## src/rtl/mem_arb_pkg.sv

```systemverilog
// Shared types for the program/data memory arbiter: FSM states, CPUstate
// encodings and the owner encoding used by the round-robin picker.
package mem_arb_pkg;

   typedef enum logic [1:0] {
      IDLE = 2'b00,
      ACC  = 2'b01,
      RESP = 2'b10
   } state_t;

   localparam logic [1:0] ST_IDLE  = 2'b00;
   localparam logic [1:0] ST_IN    = 2'b01;
   localparam logic [1:0] ST_CHECK = 2'b10;
   localparam logic [1:0] ST_RUN   = 2'b11;

   typedef enum logic {
      OWN_CPU = 1'b0,
      OWN_PNL = 1'b1
   } owner_t;

endpackage

```

## src/rtl/arb_rr2.sv

```systemverilog
// Combinational two-requester round-robin picker. It is kept generic so the
// I/O port arbiter can reuse it.
module arb_rr2
   import mem_arb_pkg::*;
(
   input  logic   i_req_cpu,
   input  logic   i_req_pnl,
   input  owner_t i_last_owner,
   output logic   o_valid,
   output owner_t o_owner
);

   // On a tie the requester that was not served last wins.
   always_comb begin
      o_valid = i_req_cpu | i_req_pnl;
      o_owner = OWN_CPU;
      if (i_req_pnl && (!i_req_cpu || i_last_owner == OWN_CPU)) begin
         o_owner = OWN_PNL;
      end
   end

endmodule

```

## src/rtl/mem_arbiter.sv

```systemverilog
// Arbiter sharing the single-port memory between the CPU controller and the
// front-panel loader, with a fixed WAIT+1 cycle access phase.
module mem_arbiter
   import mem_arb_pkg::*;
#(
   parameter int AW   = 16,
   parameter int DW   = 8,
   parameter int WAIT = 1
) (
   input  logic          clk,
   input  logic          rst,
   input  logic [1:0]    CPUstate,
   input  logic          cpu_req,
   input  logic          cpu_we,
   input  logic [AW-1:0] cpu_addr,
   input  logic [DW-1:0] cpu_wdata,
   output logic          cpu_gnt,
   output logic          cpu_done,
   output logic [DW-1:0] cpu_rdata,
   input  logic          pnl_req,
   input  logic          pnl_we,
   input  logic [AW-1:0] pnl_addr,
   input  logic [DW-1:0] pnl_wdata,
   output logic          pnl_gnt,
   output logic          pnl_done,
   output logic [DW-1:0] pnl_rdata,
   output logic          pnl_err,
   output logic [AW-1:0] mem_addr,
   output logic [DW-1:0] mem_wdata,
   output logic          mem_read,
   output logic          mem_write,
   input  logic [DW-1:0] mem_rdata,
   output logic          busy
);

   localparam logic [2:0] WCNT_LAST = 3'(WAIT);

   state_t        r_state;
   owner_t        r_owner;
   owner_t        r_last_owner;
   logic          r_we;
   logic          r_reject;
   logic [2:0]    r_wcnt;

   logic          w_elig_cpu;
   logic          w_elig_pnl;
   logic          w_valid;
   owner_t        w_owner;
   logic          w_we;
   logic [AW-1:0] w_addr;
   logic [DW-1:0] w_wdata;
   logic          w_reject;

   assign w_elig_cpu = cpu_req && (CPUstate == ST_RUN);
   assign w_elig_pnl = pnl_req && (CPUstate != ST_IDLE);

   arb_rr2 u_rr (
      .i_req_cpu    (w_elig_cpu),
      .i_req_pnl    (w_elig_pnl),
      .i_last_owner (r_last_owner),
      .o_valid      (w_valid),
      .o_owner      (w_owner)
   );

   assign w_we     = (w_owner == OWN_PNL) ? pnl_we    : cpu_we;
   assign w_addr   = (w_owner == OWN_PNL) ? pnl_addr  : cpu_addr;
   assign w_wdata  = (w_owner == OWN_PNL) ? pnl_wdata : cpu_wdata;
   // Panel writes in CHECK mode run the full access timing without a strobe.
   assign w_reject = (w_owner == OWN_PNL) && pnl_we && (CPUstate == ST_CHECK);

   always_ff @(posedge clk or negedge rst) begin
      if (!rst) begin
         r_state      <= IDLE;
         r_owner      <= OWN_CPU;
         r_last_owner <= OWN_PNL;
         r_we         <= 1'b0;
         r_reject     <= 1'b0;
         r_wcnt       <= 3'd0;
         cpu_gnt      <= 1'b0;
         pnl_gnt      <= 1'b0;
         cpu_done     <= 1'b0;
         pnl_done     <= 1'b0;
         pnl_err      <= 1'b0;
         cpu_rdata    <= '0;
         pnl_rdata    <= '0;
         mem_addr     <= '0;
         mem_wdata    <= '0;
         mem_read     <= 1'b0;
         mem_write    <= 1'b0;
         busy         <= 1'b0;
      end else begin
         case (r_state)
            IDLE: begin
               if (w_valid) begin
                  r_state   <= ACC;
                  r_owner   <= w_owner;
                  r_we      <= w_we;
                  r_reject  <= w_reject;
                  r_wcnt    <= 3'd0;
                  mem_addr  <= w_addr;
                  mem_wdata <= w_wdata;
                  mem_read  <= !w_we;
                  mem_write <= w_we && !w_reject;
                  cpu_gnt   <= (w_owner == OWN_CPU);
                  pnl_gnt   <= (w_owner == OWN_PNL);
                  busy      <= 1'b1;
               end
            end
            ACC: begin
               if (r_wcnt == WCNT_LAST) begin
                  r_state   <= RESP;
                  mem_read  <= 1'b0;
                  mem_write <= 1'b0;
                  if (!r_we) begin
                     if (r_owner == OWN_CPU) cpu_rdata <= mem_rdata;
                     else                    pnl_rdata <= mem_rdata;
                  end
                  cpu_done  <= (r_owner == OWN_CPU);
                  pnl_done  <= (r_owner == OWN_PNL);
                  pnl_err   <= r_reject;
               end else begin
                  r_wcnt <= r_wcnt + 3'd1;
               end
            end
            RESP: begin
               r_state      <= IDLE;
               r_last_owner <= r_owner;
               cpu_done     <= 1'b0;
               pnl_done     <= 1'b0;
               pnl_err      <= 1'b0;
               cpu_gnt      <= 1'b0;
               pnl_gnt      <= 1'b0;
               busy         <= 1'b0;
            end
            default: r_state <= IDLE;
         endcase
      end
   end

endmodule
```

## config.mk

```make
export PLATFORM = sky130hd
export DESIGN_NAME = mem_arbiter
export DESIGN_NICKNAME = d
export VERILOG_FILES = /design/src/rtl/mem_arb_pkg.sv /design/src/rtl/arb_rr2.sv /design/src/rtl/mem_arbiter.sv
export SDC_FILE = /design/constraint.sdc
export NUM_CORES = 1
export LEC_CHECK = 0
export ABC_AREA = 1
export CORE_MARGIN = 8
export CORE_UTILIZATION = 43
export CTS_CLUSTER_SIZE = 30
export DETAILED_ROUTE_END_ITERATION = 6
export PLACE_DENSITY = 0.86
export SLEW_MARGIN = 20
export SYNTH_ARGS = -nofsm -noshare
export SYNTH_HDL_FRONTEND = slang
export SYNTH_HIERARCHICAL = 1
export SYNTH_SLANG_ARGS = --single-unit
```

## constraint.sdc

```tcl
create_clock -name clk -period 1.4 [get_ports clk]
set_input_delay 0.28 -clock clk [delete_from_list [all_inputs] [get_ports clk]]
set_output_delay 0.28 -clock clk [all_outputs]
set_load 0.01 [all_outputs]
```

==> run_results.csv <==
group,metric,value,unit
outcome,status,"finished, final reports clean",
setup_path,max_stage_delay,0.25,ns
pwr,worst_ir_drop_vdd,1.03,mV
setup_path,worst_ep_arrival_time,1.65,ns
route,num_vias,2886,
cts,cts.sink_count,57,
global_route,grt_max_degree,30,
cells_and_area,antenna_cells,0,
cells_and_area,fin_nets,541,
route,wl_per_cell,17.5,um
synthesis,ys_ff_latch,57,
route,drc_errors,0,
setup_path,path_max_fanout,7,
floorplan,start_util,0.448,
timing,slew_headroom,0.711,
cts,h-tree-depth,3,
synthesis,ys_seq_area_frac,0.535,
setup_path,timing.rr.start,"r_last_owner",
route,antenna_left,0,
cts,cts_buffers,9,
job,cap_violations,0,
pwr,p_sw_frac,0.412,
placed_design,io_buffer_count,111,
synthesis,ys_warn_count,6,
cells_and_area,final_util,0.731,
cells_and_area,drive_above_1_share,0.146,
synthesis,synth_area,0.00267,sq mm
pwr,p_leak,0.00236,uW
timing,fmax,724,MHz
setup_path,cpMostUsedCell,"nand2_1",
route,vias_per_cell,5.20,
setup_path,required,1.67,ns
timing,maxSlewViolCount,0,
synthesis,synthCells,342,
pwr,combPwrFrac,0.486,
placed_design,placedInstanceArea,0.00387,sq mm
setup_path,endpoint_kind,"flip-flop",
timing,tightest_slew,0.434,ns
timing,setup_viol,0,
timing,finClkSkew,0.00874,ns
synthesis,syn-num-nets,408,
timing,hold_violations,0,
cts,root_buffer,"clkbuf_8",
route,wl,9.70,mm
route,drt_iter0_drc,190,
cells_and_area,fin_cells,555,
global_route,grt_pass1_wl,13.1,mm
setup_path,r2r_cells,7,
synthesis,syn_avg_cell_area,7.80,sq um
floorplan,ioPinCount,112,
global_route,grt.overflow.total,0,
timing,min_period_over_period,0.987,
placed_design,dp_hpwl,6.08,mm
setup_path,cp_cell_sequence,"dlygate4sd2_1, o21a_1, inv_2, a21oi_4, buf_8, clkbuf_16, nand2_2, nand2_1, nand2_1, nand2_1",
global_route,grt_use_total,0.188,
cells_and_area,finish.instance_area,0.00435,sq mm
floorplan,row_count,28,
floorplan,die_area,0.00898,sq mm
setup_path,r2r_slack,0.03,ns
cells_and_area,area_delta_synth_final,63.2,%
cts,cts_buffer_depth,2,
setup_path,crit_slowest_cell,"dlygate4sd2_1",
placed_design,gp_congestion,0.817,
route,dr.pass1.iters,4,
pwr,switching_power,3350,uW
cts,clk_latency,0.34,ns
floorplan,die_h,94.7,um
synthesis,ys_types,22,
pwr,p_per_area,1870,mW/mm^2
pwr,p_int,4770,uW
cts,clk_pin_slew,0.06,ns
floorplan,die_w,94.7,um
pwr,clkPwrFrac,0.156,
cts,cts_tree,"done",
setup_path,path_class,"in -> reg",
setup_path,rr_endpoint,"mem_wdata[1]",
global_route,grt_pass1_vias,2805,
setup_path,start_kind,"input port",
hold_path,min_path_type,"in -> async",
global_route,antenna_found_initial,0,
placed_design,dp.cells,523,
pwr,seqPwrFrac,0.358,
timing,finalCriticalPeriod,1.38,ns
floorplan,design.core.area,0.00596,sq mm
## critical path: cells and delay by family
| family | cells | cell delay [ns] |
|---|---|---|
| and+or+nand+nor | 4 | 0.27 |
| AOI/OAI and AO/OA | 2 | 0.43 |
| buffers and inverters | 4 | 0.66 |
## worst max-delay path by stage
stage                         endpoint  slack (ns)         from
after floorplan                   r_we        0.08      cpu_req
after global placement         r_owner       -0.49  CPUstate[0]
after detailed placement       r_owner       -0.54  CPUstate[0]
after CTS                      r_owner      -0.007      cpu_req
after global routing       mem_addr[0]      -0.007  CPUstate[0]
final                     mem_wdata[1]        0.02  CPUstate[0]
## final cells by class
| type | instances | area [sq um] |
|---|---|---|
| Clock buffer | 12 | 135 |
| Clock inverter | 4 | 20.0 |
| Fill cell | 468 | 1600 |
| Inverter | 13 | 66.3 |
| Multi-Input combinational cell | 261 | 1200 |
| Sequential cell | 57 | 1430 |
| Tap cell | 75 | 93.8 |
| Timing Repair Buffer | 131 | 1390 |
| Timing Repair inverter | 2 | 25.0 |
## power by group through the flow
stage | logic [uW] | registers, uW | clock network (uW)
after floorplan | 1490 | 3140 | 0
after global placement | 3600 | 2860 | 0
after detailed placement | 3700 | 2880 | 0
after CTS | 3320 | 2860 | 1280
after global routing | 4290 | 2980 | 1360
final | 3950 | 2900 | 1270
## through the flow
step / total power [uW] / hold slack, ns / worst slack (ns) / TNS, ns
after floorplan: 4630 / -0.0156 / 0.0752 / 0
after global placement: 6460 / 0.231 / -0.488 / -14.60
after detailed placement: 6580 / 0.237 / -0.543 / -16.72
after CTS: 7460 / 0.425 / -0.00652 / -0.0108
after global routing: 8630 / 0.451 / -0.00685 / -0.0198
final: 8120 / 0.420 / 0.0189 / 0
## metal layers
metal | routed length (um) | up-vias | track usage
met3 | 1090 | 44 | 0.0952
met5 | 0 | - | 0
met4 | 451 | 0 | 0.0858
met2 | 4630 | 164 | 0.317
met1 | 3530 | 1349 | 0.190
li1 | - | 1329 | -
## registers in the layout, summed over array words and instances, names as in the netlist
name          cells
r_state           2
cpu_done          1
r_we              1
pnl_gnt           1
r_wcnt            3
cpu_gnt           1
mem_write         1
pnl_done          1
pnl_err           1
busy              1
cpu_rdata         8
r_reject          1
r_owner           1
mem_addr         16
mem_wdata         8
mem_read          1
r_last_owner      1
pnl_rdata         8
## cell usage in the layout (no fill, tap or decap), types with 3 or more instances in the layout
cell	count
clkbuf_8	9
nand3_1	28
o21ai_0	3
nand3_4	3
clkinv_2	4
buf_12	7
inv_1	7
nand2_1	196
clkbuf_16	5
nand2_2	13
clkbuf_1	3
dfrtp_1	56
nor2_4	4
clkdlybuf4s50_1	58
dlygate4sd2_1	50
inv_2	4
buf_4	5
## logic make-up after synthesis
family | share of synthesized area
XOR/XNOR | 0.00329
AND/OR/NAND/NOR | 0.392
buffers and inverters | 0.0474
adder cells (fa/ha/maj) | 0.00938
AO/OA/AOI/OAI | 0.0122
flip-flops | 0.535
## Yosys cell counts
master,instances,area (sq um)
a21oi_1,1,5.00
and3_1,1,6.26
buf_2,8,40.0
buf_4,2,15.0
buf_6,2,22.5
dfrtp_1,56,1400
dfstp_2,1,26.3
ha_1,2,25.0
inv_1,8,30.0
inv_2,5,18.8
nand2_1,207,777
nand2_2,2,12.5
nand2_4,1,11.3
nand3_1,29,145
nand3_4,2,35.0
nor2_1,3,11.3
nor2_2,3,18.8
nor2_4,2,22.5
o21a_1,1,7.51
o21ai_0,4,20.0
or2_1,1,6.26
xor2_1,1,8.76
## repair_timing
item                                   in CTS  in global routing
endpoints found under the hold margin      16                  0
cloned                                      0                  9
setup endpoints to repair                  82                 54
buffers inserted                            2                  4
pin swaps                                   2                 22
gates resized for setup                    59                 33
hold buffers                                1                  0
No activity file was read; power rests on OpenSTA's default activity.
